**src/rtl/down_counter.sv**
```systemverilog
// down_counter
//   Loadable down-counter with one-shot and periodic (auto-reload) modes.
//   A load captures the start value into both the counter and a reload
//   register. While running, each enabled cycle decrements the counter. When an
//   enabled cycle sees count == 1, the counter either reloads (periodic) or
//   stops at 0 in HOLD (one-shot). In both cases tc pulses for one cycle.
//
// Ports
//   clk         : clock, rising edge
//   rst         : asynchronous reset, active low
//   load        : load request (wins over en and terminal-count detection)
//   load_val    : start / reload value, WIDTH bits
//   en          : count enable, one decrement per enabled cycle
//   auto_reload : 1 = periodic, 0 = one-shot (only looked at on the terminal cycle)
//   count       : registered counter value
//   tc          : registered terminal-count pulse, one cycle wide
//   busy        : state == RUN
//   done        : state == HOLD
module down_counter #(
    parameter int WIDTH = 8
) (
    input  logic             clk,
    input  logic             rst,
    input  logic             load,
    input  logic [WIDTH-1:0] load_val,
    input  logic             en,
    input  logic             auto_reload,
    output logic [WIDTH-1:0] count,
    output logic             tc,
    output logic             busy,
    output logic             done
);

    typedef enum logic [1:0] {
        IDLE = 2'd0,
        RUN  = 2'd1,
        HOLD = 2'd2
    } state_t;

    state_t           state_q, state_d;
    logic [WIDTH-1:0] count_q, count_d;
    logic [WIDTH-1:0] reload_q, reload_d;
    logic             tc_q, tc_d;

    // State register and datapath registers
    always_ff @(posedge clk or negedge rst) begin
        if (!rst) begin
            state_q  <= IDLE;
            count_q  <= '0;
            reload_q <= '0;
            tc_q     <= 1'b0;
        end else begin
            state_q  <= state_d;
            count_q  <= count_d;
            reload_q <= reload_d;
            tc_q     <= tc_d;
        end
    end

    // Next-state and datapath logic
    always_comb begin
        state_d  = state_q;
        count_d  = count_q;
        reload_d = reload_q;
        tc_d     = 1'b0;
        if (load) begin
            count_d  = load_val;
            reload_d = load_val;
            // A zero load would leave RUN with nothing to count; park in IDLE
            // so RUN is never entered with count == 0.
            state_d  = (load_val != '0) ? RUN : IDLE;
        end else if (state_q == RUN && en) begin
            if (count_q == WIDTH'(1)) begin
                tc_d = 1'b1;
                if (auto_reload) begin
                    // reload_q is nonzero here: RUN is only reached via a
                    // nonzero load, which also wrote reload_q.
                    count_d = reload_q;
                end else begin
                    count_d = '0;
                    state_d = HOLD;
                end
            end else begin
                count_d = count_q - WIDTH'(1);
            end
        end
    end

    // Outputs decoded from registers only
    always_comb begin
        count = count_q;
        tc    = tc_q;
        busy  = (state_q == RUN);
        done  = (state_q == HOLD);
    end

endmodule

```
**config.mk**
```make
export PLATFORM = sky130hd
export DESIGN_NAME = down_counter
export DESIGN_NICKNAME = d
export VERILOG_FILES = /design/src/rtl/down_counter.sv
export SDC_FILE = /design/constraint.sdc
export NUM_CORES = 1
export LEC_CHECK = 0
export BUFFER_PORTS_ARGS = -buffer_cell sky130_fd_sc_hd__buf_4
export CORE_AREA = 2 2 52 64
export CTS_CLUSTER_DIAMETER = 100
export DETAILED_ROUTE_END_ITERATION = 10
export DIE_AREA = 0 0 54 66
export GPL_TIMING_DRIVEN = 0
export SETUP_SLACK_MARGIN = 0.1
export SLEW_MARGIN = 20
export SYNTH_ARGS = -nofsm -noshare
export SYNTH_HDL_FRONTEND = slang
export SYNTH_SLANG_ARGS = --single-unit
```
**constraint.sdc**
```tcl
create_clock -name clk -period 2.71 [get_ports clk]
set_input_delay 0.542 -clock clk [delete_from_list [all_inputs] [get_ports clk]]
set_output_delay 0.542 -clock clk [all_outputs]
set_load 0.01 [all_outputs]
```
==> metrics.md, run 1 <==
| Metric | Value |
|---|---|
| IO Count | 24 |
| Worst reg2reg path depth | 6 |
| DRC Markers | 0 |
| Total power | approximately 690 µW |
| Clock Pin Slew Worst Setup and Hold Paths | ~0.12 ns |
| Endpoint class of the critical path | register |
| WL final | ~2800 µm |
| Die Ht | 66 µm |
| Core ar. | around 3000 µm² |
| Post-Syn Instances | 110 |
| Largest family of logic cells by synthesized area | simple AND/OR/NAND/NOR gates |
| WP data arrival | around 2.1 ns |
| Multi-input gate area | 617 µm² |
| Logic pwr share | 0.262 |
| Antenna-violating nets left | 0 |
| CTS hold repair buffers | 0 |
| Post-synth top area share | 0.422 |
| Post-synth ARST share | 1.00 |
| Adder-Cell Fraction of Synth Area | 0.0222 |
| Vias/cell | around 5.8 |
| Final period utilization | 0.688 |
| Fmax | 0.537 GHz |
| WL/cell | about 16 µm |
| Clk Tree Root Cell | clkbuf_4 |
| Register Area | 475 µm² |
| Slew headroom | 0.685 |
| Syn_area_per_cell | 10.2 µm² |
| CTS Sinks | 19 |
| Min Tclk post-route | 1.86 ns |
| GRT Util Overall | 0.181 |
| Commonest non-fill, non-tap cells in the layout | 23 x buf_4, 19 x dfrtp_1, 7 x mux2_2, 7 x a21oi_1 |
| Via count | between 900 and 1,000 |
| Post-synth EDFFs | 0 |
| RSZ-0062 raised after global routing | no |
| Mux share of post-synthesis cell area | 0.0966 |
| Critical path fanouts, max | 7 |
| Most frequently used flop master after synthesis | dfrtp_1 |
| Psw | 231 µW |
| Worst clock skew | approximately 0.0018 ns |
| #FFs+latches synth | 19 |
| Highest cell delay on the worst timing path | 0.44 ns |
| Die area | around 3600 µm² |
| Internal power | ~460 µW |
| Non-Filler Instances | between 150 and 200 |
| Hpwl dp | around 2100 µm |
| Die width | ~54 µm |
| CP startpoint kind | register |
| GP Congestion | 0.850 |
| Yosys top cell by area | dfrtp_1 |
| Later-pin clock latency in the skew report | about 0.30 ns |
| Final Hold Fails | 0 |
| Vias in the first global route | about 990 |
| Clock Path Buffers | 2 |
| Area of the mapped netlist | 1130 µm² |
| Power share of the clock group | 0.216 |
| Least-Margin Pin Slew | ~0.47 ns |
| Hold Path Class | primary input to async pin |
| Max-Cap Viols | 0 |
| Initial antenna violation count | 0 |
| Worst EP required | 2.89 ns |
| Ys Warns | 0 |
| Fill cells | 289 |
| Flop pwr share | 0.523 |
| Commonest non-fill, non-tap cell in the layout | buf_4 |
| Max VDD drop | about 0.25 mV |
| Number of clock buffers inserted by TritonCTS | 3 |
| Simple-Gate Fraction of Synth Area | 0.228 |
| Detailed Route Iter0 Violations | 35 |
| Pleak | about 0.58 nW |
| Slowest cell on the critical path | dfrtp_1 |
| Largest cells by area after synthesis | dfrtp_1 42%, mux2_2 7.0%, a21oi_1 3.1%, mux2i_1 2.7%, a31oi_1 2.2% |
| DRT Pass-1 Iters | 4 |
| Worst-path cell chain | inv_1 -> ha_1 -> nor4b_4 -> nand2_1 -> o41ai_1 -> o21ai_1 |
| Syn Nets | ~130 |
| Area delta synth->final | 21.8% |
| Post-CTS setup buffers | 0 |
| Synth Area in Compound Gates | 0.201 |
| Kind of critical path | register to register |
| Max H-tree Level | 1 |
| Reg-to-reg endpoint | state_q[0] |
| R2R Setup Slk | 0.85 ns |
| Cell Pwr Density | between 500 and 600 nW/µm² |
| Final setup TNS | 0 ns |
| # setup viols final | 0 |
| Layout cells sized above 1 | 0.321 |
| Largest net degree at the start of global routing | 20 |
| Cell row count | 22 |
| GRT overflow | 0 |
| CTS tree | yes |
| Initial Util | 0.379 |
| First-pass GRT wire length | 4670 µm |
| Synth Area in XOR/XNOR | 0 |
| Post-synthesis cell type count | between 40 and 50 |
| Status | finished clean |
| Seq/Total Area, Yosys | 0.422 |
| R2r startpoint | count[1] |
| Nets | ~150 |
| Switching share of power | 0.335 |
| Post-CTS Resized | 0 |
| Final Max Slew Viols | 0 |
| N_diodes | 0 |
| Dpl cells | 169 |
| # port buffers | 23 |
## registers in the layout, summed over array words and instances, names as in the netlist
| name | count |
|---|---|
| count | 8 |
| tc | 1 |
| reload_q | 8 |
| state_q | 2 |
## critical path: cells and delay by family (launching register included)
| kind | cells | cell delay, ns |
|---|---|---|
| compound gates | 2 | 0.40 |
| fa+ha+maj | 1 | 0.18 |
| buf+inv | 1 | 0.11 |
| flops | 1 | 0.44 |
| simple gates | 2 | 0.61 |
## layer usage
metal	share of wire	global-route usage
met5	0	0
met4	0.032	0.109
met3	0.046	0.0249
met2	0.50	0.287
met1	0.42	0.228
## kinds of logic (layout without fill, tap and decap cells)
family / count (synthesis) / after routing
AND/OR/NAND/NOR: 37 / 37
AO/OA/AOI/OAI: 33 / 33
flip-flops: 19 / 19
multiplexers: 10 / 10
buffers and inverters: 9 / 36
adder cells (fa/ha/maj): 2 / 2
## final cells by class
| class | count | share of cell area |
|---|---|---|
| Multi-Input combinational cell | 82 | 0.449 |
| Sequential cell | 19 | 0.346 |
| Timing Repair Buffer | 23 | 0.126 |
| Tap cell | 36 | 0.0328 |
| Inverter | 7 | 0.0191 |
| Clock buffer | 3 | 0.0164 |
| Buffer | 2 | 0.00638 |
| Clock inverter | 1 | 0.00365 |
## power by group through the flow
stage | registers, mW | logic (mW) | clock network (mW)
finish | 0.361 | 0.180 | 0.149
global route | 0.367 | 0.200 | 0.166
CTS | 0.361 | 0.182 | 0.153
detailed placement | 0.366 | 0.181 | 0
global placement | 0.363 | 0.179 | 0
floorplan | 0.365 | 0.0986 | 0
## cells in the mapped netlist, types with 2 or more instances
cell,instances
a21oi_1,7
a22oi_1,2
a31oi_1,4
dfrtp_1,19
ha_1,2
inv_1,6
mux2_2,7
mux2i_1,3
nand2_1,6
nand3b_1,2
nand4_1,4
nor2_1,6
nor2b_1,4
nor3_1,2
o21a_1,2
o21ai_0,3
o21ai_1,2
o22ai_1,2
o311ai_1,2
o41ai_1,2
or4_1,2
## how the worst max path moves through the flow
stage / from / slack (ns) / to
floorplan: count[1] / 1.05 / count[1]
global placement: count[1] / 0.92 / state_q[0]
detailed placement: count[1] / 0.84 / state_q[0]
CTS: count[1] / 0.82 / state_q[0]
global route: count[1] / 0.64 / state_q[0]
finish: count[1] / 0.85 / state_q[0]
## per-stage QoR
step	hold WS [ns]	area, µm²	setup WS (ns)	util
after floorplan	0.246	1130	1.05	-
after global placement	0.432	1350	0.920	0.452
after detailed placement	0.436	1350	0.839	0.452
after CTS	0.100	1370	0.818	0.462
after global routing	0.0968	1370	0.645	0.462
final	0.0923	1370	0.847	0.462
No activity file was read; power rests on OpenSTA's default activity.
==> run 2, diff against run 1 <==
ABC_AREA = 1   (was unset)
CORE_AREA = 2 2 53 65   (was 2 2 52 64)
DIE_AREA = 0 0 55 67   (was 0 0 54 66)
clock period = 1.5 ns   (was 2.71 ns; I/O delays follow)
==> metrics.md, run 2 <==
| Metric | Value |
|---|---|
| Post-synth EDFFs | 0 (unchanged) |
| Slowest cell on the critical path | dfrtp_2 |
| # setup viols final | 0 (unchanged) |
| Post-synthesis cell type count | 23 (-45%) |
| Endpoint class of the critical path | register |
| Ys Warns | 0 (unchanged) |
| Die area | 3690 µm² (+3.4%) |
| Kind of critical path | register to register |
| Layout cells sized above 1 | 0.314 (-0.00688) |
| Worst EP required | 1.74 ns (-1.15 ns) |
| GRT Util Overall | 0.174 (-0.00681) |
| Max VDD drop | 0.596 mV (+140%) |
| Commonest non-fill, non-tap cell in the layout | nand2_1 |
| CP top delay family | flip-flops |
| Vias in the first global route | 1,087 (+9.7%) |
| Via count | 1,166 (+17%) |
| Top cells by count, synth | 39 x nand2_1, 31 x inv_1, 21 x nand3_1, 21 x nor2_1, 19 x dfrtp_1 |
| Hold Path Origin | load_val[3] |
| Number of clock buffers inserted by TritonCTS | 3 (unchanged) |
| Seq/Total Area, Yosys | 0.399 (-0.0230) |
| Post-Syn Instances | 172 (+56%) |
| Detailed Route Iter0 Violations | 12 (-66%) |
| Slew headroom | 0.745 (+0.0604) |
| Core ar. | 3030 µm² (+1.9%) |
| Final setup TNS | 0 ns (unchanged) |
| Max-Cap Viols | 0 (unchanged) |
| Die Ht | 67 µm (+1.5%) |
| Syn Nets | 187 (+50%) |
| RSZ-0062 raised after global routing | yes |
| Reg-to-reg endpoint | count[7] |
| Hold path endpoint | reload_q[3] |
| N_diodes | 0 (unchanged) |
| Final period utilization | 0.908 (+0.220) |
| CP startpoint kind | register |
| Max H-tree Level | 1 (unchanged) |
| Total power | 1.39 mW (+100%) |
| Dpl ws | 0.0178 ns (-0.822 ns) |
| CTS tree | yes |
| Post-synth top area share | 0.399 (-0.0230) |
| # port buffers | 22 (-4.3%) |
| Least-Margin Pin Slew | 0.382 ns (-0.0867 ns) |
| R2R Setup Slk | 0.14 ns (-0.71 ns) |
| Later-pin clock latency in the skew report | 0.30 ns (about the same) |
| Clk Tree Root Cell | clkbuf_4 |
| DRT Pass-1 Iters | 4 (unchanged) |
| CTS Sinks | 19 (unchanged) |
| Die width | 55 µm (+1.9%) |
| Setup ws final | 0.138 ns (-0.708 ns) |
| Post-synth ARST share | 1.00 (unchanged) |
| Fill cells | 310 (+7.3%) |
| R2r startpoint | count[0] |
| Commonest non-fill, non-tap cells in the layout | 37 x nand2_1, 31 x buf_4, 29 x inv_1, 20 x nor2_1, 18 x nand3_1 |
| WL/cell | 11.5 µm (-29%) |
| Fmax | 0.734 GHz (+37%) |
| Worst clock skew | 0.00604 ns (+0.00420 ns) |
| Cell Pwr Density | 870 nW/µm² (+73%) |
| IO Count | 24 (unchanged) |
| First-pass GRT wire length | 4780 µm (+2.4%) |
| Final Hold Fails | 0 (unchanged) |
| Hpwl dp | 2040 µm (-4.7%) |
| Initial antenna violation count | 0 (unchanged) |
| Largest cells by area after synthesis | dfrtp_1 40%, nand2_1 12%, inv_1 9.8%, nand3_1 8.8%, nor2_1 6.6% |
| Hold Path Class | primary input to register |
| Largest net degree at the start of global routing | 20 (unchanged) |
| Critical path fanouts, max | 8 (+1) |
| Most frequently used flop master after synthesis | dfrtp_1 |
| Final Max Slew Viols | 0 (unchanged) |
| Nets | 226 (+48%) |
| #FFs+latches synth | 19 (unchanged) |
| Hold path cells | 3 |
| Most common cell in the netlist | nand2_1 |
| Worst-path cell chain | ha_4 -> nand3_4 -> nor2_4 -> nor2_4 -> buf_6 -> nand3_1 -> a21oi_1 |
| Clock Path Buffers | 2 (unchanged) |
| Crit path top cell by count | nor2_4 |
| Worst reg2reg path depth | 7 (+1) |
| Yosys top cell by area | dfrtp_1 |
| Area delta synth->final | 33.7% |
| DRC Markers | 0 (unchanged) |
| Initial Util | 0.394 (+0.0146) |
| Vias/cell | 4.74 (-18%) |
| Pleak | 0.841 nW (+44%) |
| Syn_area_per_cell | 6.93 µm² (-32%) |
| Antenna-violating nets left | 0 (unchanged) |
| Clock Pin Slew Worst Setup and Hold Paths | 0.12 ns (about the same) |
| Highest cell delay on the worst timing path | 0.46 ns (+0.02 ns) |
| Cell row count | 22 (unchanged) |
| Finished Core Util | 0.526 (+0.0647) |
| Min Tclk post-route | 1.36 ns (-0.502 ns) |
| WP data arrival | 1.60 ns (-0.45 ns) |
| WL final | 2840 µm (+1.4%) |
| GP Congestion | 0.856 (+0.73%) |
| WP buf/inv | 1 (unchanged) |
| Area of the mapped netlist | 1190 µm² (+5.8%) |
| Status | finished clean |
| GRT overflow | 0 (unchanged) |
## run 2: changes by cell type in the layout (fill, tap and decap cells not counted), moves of 8 or more
cell | previous run | this run
nand2_1 | 6 | 37
inv_1 | 6 | 29
buf_4 | 23 | 31
o21ai_0 | 3 | 11
nor2_1 | 6 | 20
nand3_1 | 1 | 18
## run 2: cell type report
type                    count  area [µm²]  area share
plain buffers               5        30.0      0.0188
repair buffers             33         254       0.159
multi-input cells         116         634       0.398
well taps                  36        45.0      0.0283
inverters                  33         124      0.0777
clock inverters             1        5.00     0.00314
flip-flops and latches     19         479       0.301
clock buffers               3        22.5      0.0141
## run 2: logic make-up (layout without fill, tap and decap cells)
| family | Yosys count | after routing | share of synthesized area |
|---|---|---|---|
| AO/OA/AOI/OAI | 21 | 21 | 0.108 |
| flip-flops | 19 | 19 | 0.399 |
| adder cells (fa/ha/maj) | 2 | 2 | 0.0210 |
| AND/OR/NAND/NOR | 91 | 92 | 0.336 |
| XOR/XNOR | 1 | 1 | 0.00735 |
| buffers and inverters | 38 | 75 | 0.129 |
## run 2: worst reg2reg max path: cells and delay by family, from the launching register on
family / cells / cell delay, ns
flops: 1 / 0.46
simple gates: 4 / 0.42
buf+inv: 1 / 0.13
fa+ha+maj: 1 / 0.17
compound gates: 1 / 0.12
## run 2: layer usage
metal | track usage | up-vias | part of all wire
met5 | 0 | - | 0
met4 | 0.0305 | 0 | 0.0085
met3 | 0.0269 | 4 | 0.025
met2 | 0.277 | 14 | 0.49
met1 | 0.250 | 537 | 0.48
li1 | - | 611 | -
## run 2: report_power, final
part / total (mW) / internal, mW / leakage, nW / switching [mW]
Combinational: 0.485 / 0.222 / 0.598 / 0.264
Clock: 0.272 / 0.0995 / 0.0177 / 0.172
Sequential: 0.629 / 0.571 / 0.225 / 0.0580
## run 2: repair_timing
action	in CTS	in global routing
setup buffers	1	9
gates cloned	1	0
setup endpoints to repair	8	10
resized for setup	3	16
hold buffers	1	0
pin swaps	2	8
endpoints found under the hold margin	19	0
## run 2: worst max-delay path by stage
stage / startpoint / end / slack, ns / depth (start not counted)
6_report: count[0] / count[7] / 0.14 / 7
5_1_grt: count[1] / count[4] / 0.06 / 9
4_1_cts: count[1] / count[0] / 0.11 / 9
3_5_place_dp: count[1] / count[4] / 0.02 / 9
3_3_place_gp: count[1] / count[0] / 0.03 / 9
2_1_floorplan: count[1] / count[0] / 0.14 / 9
## run 2: per-stage QoR
stage | hold WS (ns) | std cells | instance area (µm²)
6_report | 0.220 | 246 | 1590
5_1_grt | 0.239 | 246 | 1590
4_1_cts | 0.216 | 237 | 1460
3_5_place_dp | 0.193 | 230 | 1400
3_3_place_gp | 0.190 | 230 | 1400
2_1_floorplan | 0.00441 | 172 | 1190
